### src/rtl/konami_dec_pkg.sv
// Shared types and helpers for the Konami-style programmable chip-select decoder.
// Holds the access FSM state encoding and the slicing helper for the packed cfg buses.
package konami_dec_pkg;

    typedef enum logic [1:0] {
        ST_IDLE = 2'd0,
        ST_WAIT = 2'd1,
        ST_ACK  = 2'd2,
        ST_HOLD = 2'd3
    } dec_state_t;

    function automatic int idx_width(input int n);
        return (n > 1) ? $clog2(n) : 1;
    endfunction

    localparam int NREG_DEF = 8;
    localparam int IDXW     = idx_width(NREG_DEF);

    // Low bit of region i inside a flattened vector of w-bit fields.
    function automatic int slice_lo(input int i, input int w);
        return i * w;
    endfunction

endpackage

### src/rtl/addr_match_prio.sv
// Combinational region matcher: compares the address against every base/mask pair
// and returns the lowest-numbered hitting region.
module addr_match_prio
    import konami_dec_pkg::*;
#(
    parameter int AW   = 16,
    parameter int NREG = 8,
    parameter int IW   = IDXW
) (
    input  logic [AW-1:0]      cpu_addr,
    input  logic [NREG*AW-1:0] cfg_base,
    input  logic [NREG*AW-1:0] cfg_mask,
    output logic               hit,
    output logic [IW-1:0]      idx
);

    logic [NREG-1:0] region_hit;

    generate
        for (genvar gi = 0; gi < NREG; gi++) begin : g_cmp
            assign region_hit[gi] =
                ((cpu_addr ^ cfg_base[slice_lo(gi, AW) +: AW]) & cfg_mask[slice_lo(gi, AW) +: AW]) == '0;
        end
    endgenerate

    // Scan from the top so the lowest hitting index is the last one written.
    always_comb begin
        hit = 1'b0;
        idx = '0;
        for (int i = NREG - 1; i >= 0; i--) begin
            if (region_hit[i]) begin
                hit = 1'b1;
                idx = IW'(i);
            end
        end
    end

endmodule

### src/rtl/konami_addr_decoder.sv
// Registered CPU address decoder with per-region wait states: latches each bus
// access, drives one active-low chip select and returns a ready pulse to the CPU.
module konami_addr_decoder
    import konami_dec_pkg::*;
#(
    parameter int AW   = 16,
    parameter int NREG = 8,
    parameter int WSW  = 3
) (
    input  logic                clk,
    input  logic                rst,
    input  logic [AW-1:0]       cpu_addr,
    input  logic                cpu_vma,
    input  logic [NREG*AW-1:0]  cfg_base,
    input  logic [NREG*AW-1:0]  cfg_mask,
    input  logic [NREG*WSW-1:0] cfg_wait,
    output logic [NREG-1:0]     cs_n,
    output logic                cpu_ready,
    output logic                miss,
    output logic                busy
);

    localparam int IW = idx_width(NREG);

    logic          match_hit;
    logic [IW-1:0] match_idx;

    addr_match_prio #(
        .AW   (AW),
        .NREG (NREG),
        .IW   (IW)
    ) u_match (
        .cpu_addr (cpu_addr),
        .cfg_base (cfg_base),
        .cfg_mask (cfg_mask),
        .hit      (match_hit),
        .idx      (match_idx)
    );

    logic [WSW-1:0] wait_arr [NREG];
    logic [WSW-1:0] wait_sel;

    generate
        for (genvar gi = 0; gi < NREG; gi++) begin : g_wait
            assign wait_arr[gi] = cfg_wait[slice_lo(gi, WSW) +: WSW];
        end
    endgenerate

    assign wait_sel = wait_arr[match_idx];

    dec_state_t     state_q, state_d;
    logic [WSW-1:0] cnt_q, cnt_d;
    logic [IW-1:0]  idx_q, idx_d;
    logic           hit_q, hit_d;
    logic [NREG-1:0] cs_n_q, cs_n_d;
    logic           ready_q, ready_d;
    logic           miss_q, miss_d;
    logic           busy_q, busy_d;

    always_comb begin
        state_d = state_q;
        cnt_d   = cnt_q;
        idx_d   = idx_q;
        hit_d   = hit_q;

        case (state_q)
            ST_IDLE: begin
                if (cpu_vma) begin
                    idx_d = match_idx;
                    hit_d = match_hit;
                    if (match_hit) begin
                        cnt_d   = wait_sel;
                        state_d = (wait_sel != '0) ? ST_WAIT : ST_ACK;
                    end else begin
                        cnt_d   = '0;
                        state_d = ST_ACK;
                    end
                end
            end
            ST_WAIT: begin
                // The count holds at 1 on the way out; it is only reloaded from IDLE.
                if (!cpu_vma) begin
                    state_d = ST_IDLE;
                end else if (cnt_q <= WSW'(1)) begin
                    state_d = ST_ACK;
                end else begin
                    cnt_d = cnt_q - 1'b1;
                end
            end
            ST_ACK: begin
                state_d = cpu_vma ? ST_HOLD : ST_IDLE;
            end
            ST_HOLD: begin
                if (!cpu_vma) begin
                    state_d = ST_IDLE;
                end
            end
            default: begin
                state_d = ST_IDLE;
            end
        endcase
    end

    // Outputs trail the state by one edge so every bus-facing signal is a clean flop.
    always_comb begin
        cs_n_d  = '1;
        ready_d = (state_q == ST_ACK);
        miss_d  = (state_q == ST_ACK) && !hit_q;
        busy_d  = (state_q != ST_IDLE);
        if ((state_q != ST_IDLE) && hit_q) begin
            cs_n_d[idx_q] = 1'b0;
        end
    end

    always_ff @(posedge clk) begin
        if (rst) begin
            state_q <= ST_IDLE;
            cnt_q   <= '0;
            idx_q   <= '0;
            hit_q   <= 1'b0;
            cs_n_q  <= '1;
            ready_q <= 1'b0;
            miss_q  <= 1'b0;
            busy_q  <= 1'b0;
        end else begin
            state_q <= state_d;
            cnt_q   <= cnt_d;
            idx_q   <= idx_d;
            hit_q   <= hit_d;
            cs_n_q  <= cs_n_d;
            ready_q <= ready_d;
            miss_q  <= miss_d;
            busy_q  <= busy_d;
        end
    end

    assign cs_n      = cs_n_q;
    assign cpu_ready = ready_q;
    assign miss      = miss_q;
    assign busy      = busy_q;

endmodule
### config.mk
export PLATFORM = sky130hd
export DESIGN_NAME = konami_addr_decoder
export DESIGN_NICKNAME = d
export VERILOG_FILES = /design/src/rtl/konami_dec_pkg.sv /design/src/rtl/addr_match_prio.sv /design/src/rtl/konami_addr_decoder.sv
export SDC_FILE = /design/constraint.sdc
export NUM_CORES = 1
export LEC_CHECK = 0
export BUFFER_PORTS_ARGS = -buffer_cell sky130_fd_sc_hd__buf_4
export CORE_AREA = 2 2 121 123
export DETAILED_ROUTE_END_ITERATION = 7
export DIE_AREA = 0 0 123 125
export GPL_ROUTABILITY_DRIVEN = 0
export GPL_TIMING_DRIVEN = 0
export PLACE_DENSITY = 0.61
export SYNTH_ARGS = -nofsm -noshare
export SYNTH_HDL_FRONTEND = slang
export SYNTH_SLANG_ARGS = --single-unit
### constraint.sdc
create_clock -name clk -period 4.7 [get_ports clk]
set_input_delay 0.705 -clock clk [delete_from_list [all_inputs] [get_ports clk]]
set_output_delay 0.705 -clock clk [all_outputs]
set_load 0.1 [all_outputs]
---- Word-level counts from Yosys, hierarchy flattened ----
Cells that the tools add are included.
operators by class
  order comparisons ....................... 4
  add/subtract/negate cells ............... 1
  bitwise operators ....................... 19
  muxes and demuxes ....................... 34
  equal/unequal tests ..................... 8
  reductions and logical operators ........ 20
operators by type and width
  kind                  number
  $and A16 B16 Y16      8
  $logic_not A16 Y1     8
  $xor A16 B16 Y16      8
  $mux W3               14
  $mux W2               7
  $bmux W3 S3           1
  $mux W1               9
  $ne A2 B2 Y1 const B  4
  $not A8 Y8            1
  $pmux W2 S4           1
  $pmux W3 S2           1
  $eq A2 B2 Y1 const B  2
  $ge A4 B4 Y1 const B  1
  $lt A3 B4 Y1 const B  1
  $not A3 Y4            1
  $reduce_and A4 Y1     1
  $reduce_bool A2 Y1    2
  $demux W1 S3          1
  $ge A3 B1 Y1 const B  1
  $le A3 B1 Y1 const B  1
  $logic_and A1 B1 Y1   3
  $ne A3 B3 Y1 const B  1
  $reduce_and A3 Y1     1
  $reduce_bool A3 Y1    1
  7 further kinds       7
storage, ports and cells
  word-level logic and storage cells ...... 94
  flip-flop bits (word level) ............. 20

---- Longest topological paths before layout ----
Gate-level depths: netlist (run 1).
  word-level depth ........................ 20
  gate-level depth with buffers ........... 13
  depth with buffers taken out ............ 11

---- By module ----
From an unflattened synthesis (run 1), not the netlist that was laid out.
second synthesis, totals
  cell total of the unflattened synthesis .. 337
  area total of the unflattened synthesis .. 2939.1 um^2
modules (own cells, without submodules)
  module               area each (um^2)  cells each  instances
  addr_match_prio      1979.4            245         1
  konami_addr_decoder  959.7             92          1

---- Worst setup path before layout (run 1) ----
No wires, ideal clock.
  path kind ............................... input to register
  from .................................... input cpu_addr[6]
  to ...................................... register state_q[0]
  path slack .............................. 1.511 ns
  required time ........................... 4.584 ns
  stages .................................. 12
  path buffers ............................ 1
  arrival time ............................ 3.072 ns
  path through ............................ buf_4 xor2_1 a22oi_1 nand4_1 nor2_1 o211ai_2 a21boi_1 mux4_2 nand2b_2 o21ai_1 or3_1 a41o_1
between the ends
  longest elaborated chain between the ends .. 20
ends and longest elaborated chain
  item                                        line                        source
  start, declared                             konami_addr_decoder.sv:12   input logic [AW-1:0] cpu_addr,
  $xor A16 B16 Y16                            addr_match_prio.sv:22       ((cpu_addr ^ cfg_base[slice_lo(gi, AW) +: AW]) & cfg_mask[slice_lo(gi, AW) +: AW]) == '0;
  $and A16 B16 Y16                            addr_match_prio.sv:22
  $logic_not A16 Y1                           addr_match_prio.sv:22
  $mux W3 (8 in a row)                        addr_match_prio.sv:31       if (region_hit[i]) begin
  $not A3 Y4 (implied by the code)            konami_addr_decoder.sv:49   assign wait_sel = wait_arr[match_idx];
  $bmux W3 S3                                 konami_addr_decoder.sv:49
  $mux W3 (implied by the code) (2 in a row)  konami_addr_decoder.sv:49
  $reduce_bool A3 Y1                          konami_addr_decoder.sv:73   state_d = (wait_sel != '0) ? ST_WAIT : ST_ACK;
  $mux W2                                     konami_addr_decoder.sv:73
  $mux W2 *                                   konami_addr_decoder.sv:71   if (match_hit) begin
  $mux W2 *                                   konami_addr_decoder.sv:68   if (cpu_vma) begin
  $pmux W2 S4 *                               konami_addr_decoder.sv:66   case (state_q)
  end signal, assigned                        konami_addr_decoder.sv:126  state_q <= state_d;
  end, declared                               konami_addr_decoder.sv:51   dec_state_t state_q, state_d;
Every way passes the cells marked *; elsewhere a longest branch is shown, timed or not. The select of a mux whose other input is x is not followed.
A chain may end at the register's enable or synchronous reset.

---- Final worst setup path (run 1) ----
Same ends and word-level chain as after synthesis.

==> metrics, run 1 <==
worst hold start=idx_q[1]$_SDFFE_PP0P_; R2R Path Start=cnt_q[0]$_SDFFE_PP0P_; Hold-fix buffers, CTS=0; number of vias per cell=4.55; Initial Util=about a fifth; first-pass GRT wire length=roughly 23000 um; most frequent cells in the layout=buf_4, xor2_1, a22oi_1, nor2_1, dfxtp_1; vias in the first global route=4223; Syn Inst Count=360; #FFs+latches synth=20; die width=123 um; largest stage delay on the critical path=~570 ps; FP Rows=44; DRT Wirelength=15800 um; Final ANT Viol Nets=0; critical path startpoint category=input port; minimum clock period=3550 ps; Hold WS=456 ps; clk slew on worst S/H paths=50 ps; iteration count of the initial detailed-routing pass=4; Fmax=282 MHz; Synth Flop Type=dfxtp_1; CTS HTree Levels=1; Critical Path Fanout Max=8; Post-synth EDFFs=0; commonest non-fill, non-tap cell in the layout=buf_4; Critical Path RT=4840 ps; R2R cell count=7; grt ovf=0; Avg Cell Area, Syn=8.33 sq um; setup TNS=0 ps; Max Buffers Root-to-Sink=2; syn_nets=661; # setup viols final=0; Fin. Hold Viols=0; critical path endpoint=state_q[0]$_SDFFE_PP0P_; share of cells above drive strength 1=49.4%; IO Count=310; Worst EP arrival=3690 ps; drc violations=0; critical setup path kind=input port to flop; post-CTS sizing=0; critical path depth in cells=12; Clock Sinks=20; Slew headroom=66.5%; CP top delay family=simple AND/OR/NAND/NOR gates; cell-by-cell trace of the critical path=buf_4 -> xor2_1 -> a22oi_1 -> nand4_1 -> nor2_1 -> o211ai_2 -> a21boi_1 -> mux4_2 -> nand2b_2 -> o21ai_1 -> or3_1 -> a41o_1; post-synthesis sequential area ratio=13.4%; Peak VDD IR=112 uV; flop-to-flop setup slack=3070 ps; YS warnings=0; Inserted Clock Buffers=3; RSZ-0062 raised after global routing=false; nets=958; max cap viols=0; post-DP HPWL=14200 um; initial antenna violation count=1; Synth async-reset ratio=0%; CTS tree=done; root buffer cell=clkbuf_16; Vias=between 3000 and 4000; fin. max-slew vios=0; Bufs and invs on worst path=1; PwrDens=about 160 nW/um^2; HP Class=flop to flop; CP startpoint=cpu_addr[6]; Clock Latency Late Sink=approximately 250 ps; Cell Count Post-Placement=836; DIE AREA=approximately 15000 sq um; Slowest-stage cell, CP=mux4_2; reg-to-reg endpoint=cnt_q[1]$_SDFFE_PP0P_; P&R area growth vs syn=84.4%; GRT Util Overall=19.7%; largest net degree at the start of global routing=13; CP Capture Type=flop; status=finished, final reports clean; core region area=14200 sq um; Final Non-Filler Cells=842; P_leak=2.71 nW; synthesized cell area=3000 sq um; count of input and output buffers=slightly below 300; post-synth cell types=48; Wirelength per Cell=18.8 um; Worst-Margin Slew=502 ps; Post-CTS Setup Inserts=0; Die Y=125 um; Worst Skew=just over 3 ps; initial DRC count=126; Final period util=75.5%
## layout make-up
cell class / count / area (sq um)
Inverter: 4 / 15.0
Clock inverter: 1 / 30.0
Timing Repair Buffer: 292 / 2190
Clock buffer: 3 / 75.1
Sequential cell: 20 / 400
Fill cell: 1482 / 8670
Buffer: 19 / 191
Multi-Input combinational cell: 317 / 2390
Antenna cell: 2 / 5.00
Tap cell: 184 / 230
## state kept, by name (all words and copies together) (netlist names)
name       flops
cs_n           8
cnt_q          3
idx_q          3
state_q        2
busy           1
cpu_ready      1
hit_q          1
miss           1
## cell families (layout without fill, tap and decap cells)
| logic type | Yosys count | after routing | share of synthesized area (%) |
|---|---|---|---|
| buf+inv | 23 | 319 | 6.88 |
| flops | 20 | 20 | 13.3 |
| fa+ha+maj | 2 | 2 | 0.834 |
| simple gates | 82 | 82 | 14.0 |
| xor+xnor | 128 | 128 | 37.4 |
| other cells | 0 | 2 | 0 |
| mux | 14 | 14 | 5.21 |
| compound gates | 91 | 91 | 22.4 |
## Yosys cell counts (2+ instances only)
| master | n | area (sq um) |
|---|---|---|
| nor3b_1 | 2 | 15.0 |
| buf_6 | 15 | 169 |
| nor3_1 | 3 | 15.0 |
| mux2_2 | 3 | 33.8 |
| a21oi_1 | 5 | 25.0 |
| xor2_1 | 128 | 1120 |
| nor2_1 | 26 | 97.6 |
| nor2b_1 | 4 | 25.0 |
| nand3_1 | 3 | 15.0 |
| o21ai_0 | 5 | 25.0 |
| ha_1 | 2 | 25.0 |
| nand2_1 | 12 | 45.0 |
| nand2b_1 | 2 | 12.5 |
| mux2i_1 | 10 | 100 |
| a22oi_1 | 64 | 480 |
| inv_1 | 4 | 15.0 |
| or2_1 | 3 | 18.8 |
| a31oi_1 | 3 | 18.8 |
| dfxtp_1 | 20 | 400 |
| nor2_2 | 2 | 12.5 |
| buf_4 | 2 | 15.0 |
| nand4_1 | 16 | 100 |
## worst min-delay path by stage
| stage | slack [ps] | endpoint | depth (start not counted) |
|---|---|---|---|
| 4_1_cts | 460 | cs_n[7]$_SDFF_PP1_ | 1 |
| 6_report | 460 | cs_n[7]$_SDFF_PP1_ | 1 |
| 3_5_place_dp | 440 | cs_n[7]$_SDFF_PP1_ | 1 |
| 5_1_grt | 480 | cs_n[7]$_SDFF_PP1_ | 1 |
| 2_1_floorplan | 410 | cs_n[6]$_SDFF_PP1_ | 1 |
| 3_3_place_gp | 450 | cs_n[6]$_SDFF_PP1_ | 1 |
## report_power, final
part           internal (mW)  switching, mW  leakage [nW]
clock network          0.169         0.0571        0.0511
registers              0.176        0.00510         0.163
logic                  0.268          0.204          2.49
total                  0.612          0.266          2.71
## per-stage QoR
stage	util, %	total power [mW]	worst slack [ps]	cell area, sq um
global route	38.9	0.932	1030	5530
detailed placement	38.2	0.658	916	5420
CTS	38.9	0.887	1170	5530
floorplan	-	0.399	1510	3000
global placement	38.2	0.650	972	5420
finish	38.9	0.878	1150	5530
## routing by layer
layer	global-route usage, %	routed length [um]
met2	35.7	8250
met3	4.61	1120
met5	0	0
met1	22.3	5990
met4	6.08	453
Note: power is estimated with default switching activity, not from simulation.
==> run 2, diff against run 1 <==
--- a/config.mk
+++ b/config.mk
@@ -5,13 +5,14 @@
 export SDC_FILE = /design/constraint.sdc
 export NUM_CORES = 1
 export LEC_CHECK = 0
+export ABC_AREA = 1
 export BUFFER_PORTS_ARGS = -buffer_cell sky130_fd_sc_hd__buf_4
-export CORE_AREA = 2 2 121 123
+export CORE_AREA = 2 2 120 122
 export DETAILED_ROUTE_END_ITERATION = 7
-export DIE_AREA = 0 0 123 125
+export DIE_AREA = 0 0 122 124
 export GPL_ROUTABILITY_DRIVEN = 0
 export GPL_TIMING_DRIVEN = 0
-export PLACE_DENSITY = 0.61
+export PLACE_DENSITY = 0.67
 export SYNTH_ARGS = -nofsm -noshare
 export SYNTH_HDL_FRONTEND = slang
 export SYNTH_SLANG_ARGS = --single-unit
==> constraint.sdc (replaced) <==
create_clock -name clk -period 3.7 [get_ports clk]
set_input_delay 0.555 -clock clk [delete_from_list [all_inputs] [get_ports clk]]
set_output_delay 0.555 -clock clk [all_outputs]
set_load 0.1 [all_outputs]
==> run 2 against run 1 <==
  * Sequential power up 36%
  * Critical path depth up 8
  * Wire length up 3.2%
  * Die area down 1.6%
  * Global-route usage up 0.97 points
  * Synthesized cell count up 91%
  * First-iteration DRC count up 130%
  * Critical path type unchanged
  * Via count up 38%
==> metrics, run 2 <==
# setup viols final=0; nets=1300; R2R Path Start=state_q[1]$_SDFFE_PP0P_; Hold-fix buffers, CTS=0; worst hold start=hit_q$_SDFFE_PP0P_; CP top delay family=simple AND/OR/NAND/NOR gates; Post-CTS Setup Inserts=0; IO Count=310; critical path endpoint=state_q[1]$_SDFFE_PP0P_; most frequent cell after synthesis=nand2_1; share of cells above drive strength 1=37.1%; Worst EP arrival=roughly 3200 ps; YS warnings=0; Filler cells=1504; Critical Path Fanout Max=10; status=finished, final reports clean; critical path depth in cells=20; GRT Util Overall=slightly above 20%; Slowest-stage cell, CP=nor4_1; number of vias per cell=between 4 and 5; setup TNS=0 ps; max FFs per register=8; iteration count of the initial detailed-routing pass=5; minimum clock period=~3000 ps; largest stage delay on the critical path=~540 ps; CTS HTree Levels=1; root buffer cell=clkbuf_16; Fmax=between 300 and 400 MHz; Final Non-Filler Cells=1177; Pwr Total=1.11 mW; Final ANT Viol Nets=0; Synth area leaders=nand2_1, nand3_1, dfxtp_1, nor2_1, inv_1; Place WS=393 ps; Die Y=124 um; Max Buffers Root-to-Sink=2; reg-to-reg endpoint=cnt_q[1]$_SDFFE_PP0P_; DRT Wirelength=16300 um; P&R area growth vs syn=72.7%; R2R cell count=3; max cap viols=0; DIE AREA=15100 sq um; largest net degree at the start of global routing=11; grt ovf=0; Worst Skew=6.59 ps; initial DRC count=291; Final period util=81.5%; post-synth cell types=34; Vias=5297; die width=~120 um; Clock Latency Late Sink=~250 ps; critical setup path kind=input port to flop; Hold WS=452 ps; Cell Count Post-Placement=1174; CP most frequent cell=nand2_1; Slew headroom=45.4%; drc violations=0; Yosys top cell by area=nand2_1; core region area=13700 sq um; most frequent cells in the layout=buf_4, nand2_1, nand3_1, nor2_1, inv_1; post-synthesis sequential area ratio=11.1%; Wirelength per Cell=13.9 um; commonest non-fill, non-tap cell in the layout=buf_4; P_leak=3.42 nW; # diodes=0; top cell type's share of synthesized area=24.5%; post-DP HPWL=around 15000 um; Worst-Margin Slew=~810 ps; Commonest cells post-synth=nand2_1, nand3_1, nor2_1; #FFs+latches synth=20; worst setup margin=683 ps; FP Rows=43; first-pass GRT wire length=roughly 24000 um; RSZ-0062 raised after global routing=false; Peak VDD IR=between 150 and 200 uV; CP Capture Type=flop; synthesized cell area=3590 sq um; Post-synth EDFFs=0; cell-by-cell trace of the critical path=buf_4 -> buf_4 -> or2_1 -> nand3_1 -> nand4_1 -> nor4_1 -> nand2_1 -> nand2_2 -> nand2_4 -> buf_6 -> nand2_1 -> nand3_1 -> nand3_1 -> nand2_1 -> nand3_1 -> nand2_1 -> nand2_1 -> nand2_1 -> nand2_1 -> a21oi_2; Syn Inst Count=roughly 700; count of input and output buffers=approximately 300; clk slew on worst S/H paths=50 ps; Initial Util=26.2%; fin. max-slew vios=0; Avg Cell Area, Syn=5.24 sq um; Fin. Hold Viols=0; CTS tree=done; PwrDens=179 nW/um^2; Inserted Clock Buffers=3; Synth async-reset ratio=0%; Clock Sinks=20; HP Class=flop to flop; vias in the first global route=4830; post-CTS sizing=0; Critical Path RT=3840 ps; Bufs and invs on worst path=3; initial antenna violation count=0; critical path startpoint category=input port; CP startpoint=cpu_addr[2]; flop-to-flop setup slack=1970 ps; Synth Flop Type=dfxtp_1; syn_nets=987
## run 2: cell types whose count changed in the layout (fill, tap and decap cells not counted), sizes merged, moves of 50 or more
cell,delta
inv,+68
xor2,-108
nand3,+103
nor2,+50
or2,+51
nand2,+227
a22oi,-64
## run 2: metrics by stage
stage	instance area (sq um)	utilization, %
finish	6200	45.2
floorplan	3590	-
CTS	6200	45.2
detailed placement	6130	44.7
global route	6200	45.2
global placement	6130	44.7
## run 2: cell families (layout without fill, tap and decap cells)
logic type / after synthesis / in the layout / share of synthesized area, %
AND/OR/NAND/NOR: 501 / 501 / 62.4
flip-flops: 20 / 20 / 11.1
buffers and inverters: 93 / 404 / 12.5
adder cells (fa/ha/maj): 2 / 2 / 0.697
XOR/XNOR: 20 / 20 / 4.88
AO/OA/AOI/OAI: 50 / 50 / 8.39
## run 2: worst min-delay path by stage
stage	slack, ps	endpoint	depth (start not counted)
6_report	450	miss$_SDFF_PP0_	1
5_1_grt	470	miss$_SDFF_PP0_	1
4_1_cts	450	miss$_SDFF_PP0_	1
3_5_place_dp	440	miss$_SDFF_PP0_	1
3_3_place_gp	450	miss$_SDFF_PP0_	1
2_1_floorplan	420	miss$_SDFF_PP0_	1
## run 2: final cells by class
type	instances	area, sq um	area share (%)
plain buffers	20	171	2.76
clock buffers	3	75.1	1.21
inverters	73	277	4.46
multi-input cells	573	2740	44.2
flip-flops and latches	20	400	6.45
well taps	180	225	3.63
repair buffers	308	2310	37.3
## run 2: where the power goes
part / switching (mW) / internal (mW) / leakage, nW / total [mW]
combinational: 0.304 / 0.347 / 3.22 / 0.651
clock: 0.0718 / 0.142 / 0.0370 / 0.214
sequential: 0.0130 / 0.234 / 0.164 / 0.247
## run 2: per-layer routing
| metal | vias to the layer above | wire (um) | GRT usage, % | share of wire, % |
|---|---|---|---|---|
| met3 | 36 | 1370 | 5.54 | 8.4 |
| met4 | 0 | 458 | 6.03 | 2.8 |
| met1 | 2238 | 6160 | 22.8 | 38 |
| met2 | 209 | 8320 | 38.5 | 51 |
| li1 | 2814 | - | - | - |
| met5 | - | 0 | 0 | 0 |
==> run 3, diff against run 2 <==
--- a/config.mk
+++ b/config.mk
@@ -7,12 +7,12 @@
 export LEC_CHECK = 0
 export ABC_AREA = 1
 export BUFFER_PORTS_ARGS = -buffer_cell sky130_fd_sc_hd__buf_4
-export CORE_AREA = 2 2 120 122
+export CORE_AREA = 2 2 119 121
 export DETAILED_ROUTE_END_ITERATION = 7
-export DIE_AREA = 0 0 122 124
+export DIE_AREA = 0 0 121 123
 export GPL_ROUTABILITY_DRIVEN = 0
 export GPL_TIMING_DRIVEN = 0
-export PLACE_DENSITY = 0.67
+export PLACE_DENSITY = 0.7
 export SYNTH_ARGS = -nofsm -noshare
 export SYNTH_HDL_FRONTEND = slang
 export SYNTH_SLANG_ARGS = --single-unit
==> constraint.sdc (replaced) <==
create_clock -name clk -period 2.4 [get_ports clk]
set_input_delay 0.36 -clock clk [delete_from_list [all_inputs] [get_ports clk]]
set_output_delay 0.36 -clock clk [all_outputs]
set_load 0.1 [all_outputs]
==> run 3 against run 2 <==
  * The run now ends with negative setup slack left
  * Setup slack got worse by 700 ps
  * Non-clock buffer count increased by 2
  * Sequential share of layout area decreased by 0.28 points
  * Clock power increased by 110%
  * Worst hold slack got worse by 46 ps
  * Final area increased by 4.5%
  * Clock-buffer cell count unchanged
  * Critical path type unchanged
  * Clock skew decreased by 5.3 ps
  * Critical path depth increased by 1
  * Final cell count increased by 0.25%
==> metrics, run 3 (synthesis gave the netlist of run 2 again) <==
nets=1302; Final period util=101%; IO Count=310; Final Non-Filler Cells=approximately 1200; die width=121 um; CTS tree=done; Clock Latency Late Sink=between 200 and 300 ps; minimum clock period=2410 ps; FP Rows=43; Max Buffers Root-to-Sink=2; drc violations=0; Critical Path RT=approximately 2500 ps; CTS HTree Levels=1; count of input and output buffers=308; P_leak=3.51 nW; Pwr Total=1.90 mW; CP Capture Type=flop; Initial Util=between 20% and 30%; Filler cells=1457; fin. max-slew vios=0; initial DRC count=about 300; worst hold start=cpu_vma; # setup viols final=1; # diodes=0; Worst Skew=1.30 ps; PwrDens=about 300 nW/um^2; max FFs per register=8; grt ovf=0; critical path startpoint category=input port; critical setup path kind=input port to flop; Fmax=414 MHz; Peak VDD IR=about 260 uV; Vias=5280; clk slew on worst S/H paths=50 ps; core region area=around 14000 sq um; number of vias per cell=4.47; failing checks=negative setup slack; commonest non-fill, non-tap cell in the layout=buf_4; iteration count of the initial detailed-routing pass=5; Multi-input gate area=2940 sq um; R2R Path Start=state_q[1]$_SDFFE_PP0P_; HP Class=input port to flop; worst setup margin=-12.9 ps; Critical Path Fanout Max=7; Reg area=400 sq um; root buffer cell=clkbuf_16; Wirelength per Cell=13.9 um; initial antenna violation count=0; DIE AREA=14900 sq um; most frequent cells in the layout=buf_4, nand2_1, nand3_1, nor2_1, inv_1; post-DP HPWL=14600 um; Hold-fix buffers, CTS=0; Fin. Hold Viols=0; Inserted Clock Buffers=3; first-pass GRT wire length=approximately 24000 um; Die Y=123 um; largest net degree at the start of global routing=13; Slew headroom=48.1%; vias in the first global route=4879; Clock Sinks=20; DRT Wirelength=16400 um; Worst EP arrival=roughly 2600 ps; CP startpoint=cpu_addr[2]; status=finished, violations left; share of cells above drive strength 1=40.9%; Cell Count Post-Placement=1174; max cap viols=0; Final ANT Viol Nets=0; GRT Util Overall=20.9%; P&R area growth vs syn=80.5%; RSZ-0062 raised after global routing=true; Worst-Margin Slew=772 ps
[run 3: layout make-up]
class	instances	share of cell area, %
Timing Repair Buffer	313	36.5
Sequential cell	20	6.18
Multi-Input combinational cell	573	45.3
Clock buffer	3	1.16
Tap cell	180	3.47
Clock inverter	1	0.463
Buffer	17	2.64
Inverter	73	4.26
[run 3: stage by stage]
stage,cell area [sq um],setup TNS (ps),setup slack (ps),hold WS (ps),util (%)
floorplan,3590,0,226,421,-
global placement,6130,-2830,-629,446,45.0
detailed placement,6130,-2780,-623,447,45.0
CTS,6310,-183,-99.5,393,46.4
global route,6480,-496,-162,416,47.6
finish,6480,-12.9,-12.9,407,47.6
[run 3: power by group]
part | switching, mW | leakage (nW) | internal (mW)
Clock | 0.121 | 0.0511 | 0.331
Combinational | 0.503 | 3.30 | 0.558
Sequential | 0.0207 | 0.164 | 0.361
Total | 0.645 | 3.51 | 1.25
[run 3: final timing paths]
path	end	slack, ps	cells after the start
max reg2reg	cnt_q[0]$_SDFFE_PP0P_	680	4
min reg2reg	miss$_SDFF_PP0_	450	1
max	state_q[1]$_SDFFE_PP0P_	-10	21
min	state_q[0]$_SDFFE_PP0P_	410	3
[run 3: timing repair]
| item | CTS | global route |
|---|---|---|
| pin swaps | 16 | 32 |
| setup buffers | 4 | 0 |
| cloned | 1 | 0 |
| endpoints found under the setup margin | 5 | 5 |
| resized for setup | 13 | 46 |
[run 3: worst max-delay path, cell delays in order]
cell	delay, ps
buf_8	100
buf_6	120
buf_6	120
or2_1	240
nand3_2	80
o2111ai_2	120
nor2_2	160
nand2_1	90
and2_4	160
a21oi_4	270
inv_4	110
nand3_2	70
nand2_1	50
nand2_1	70
nand2_1	70
nand3_2	80
nand2_2	60
nand2_1	50
nand2_1	40
nand2_1	70
a21oi_2	50
[run 3: routing by layer]
metal / share of wire, % / track usage [%]
met1: 38 / 23.1
met2: 53 / 40.1
met3: 7.7 / 5.35
met4: 1.6 / 4.51
met5: 0 / 0
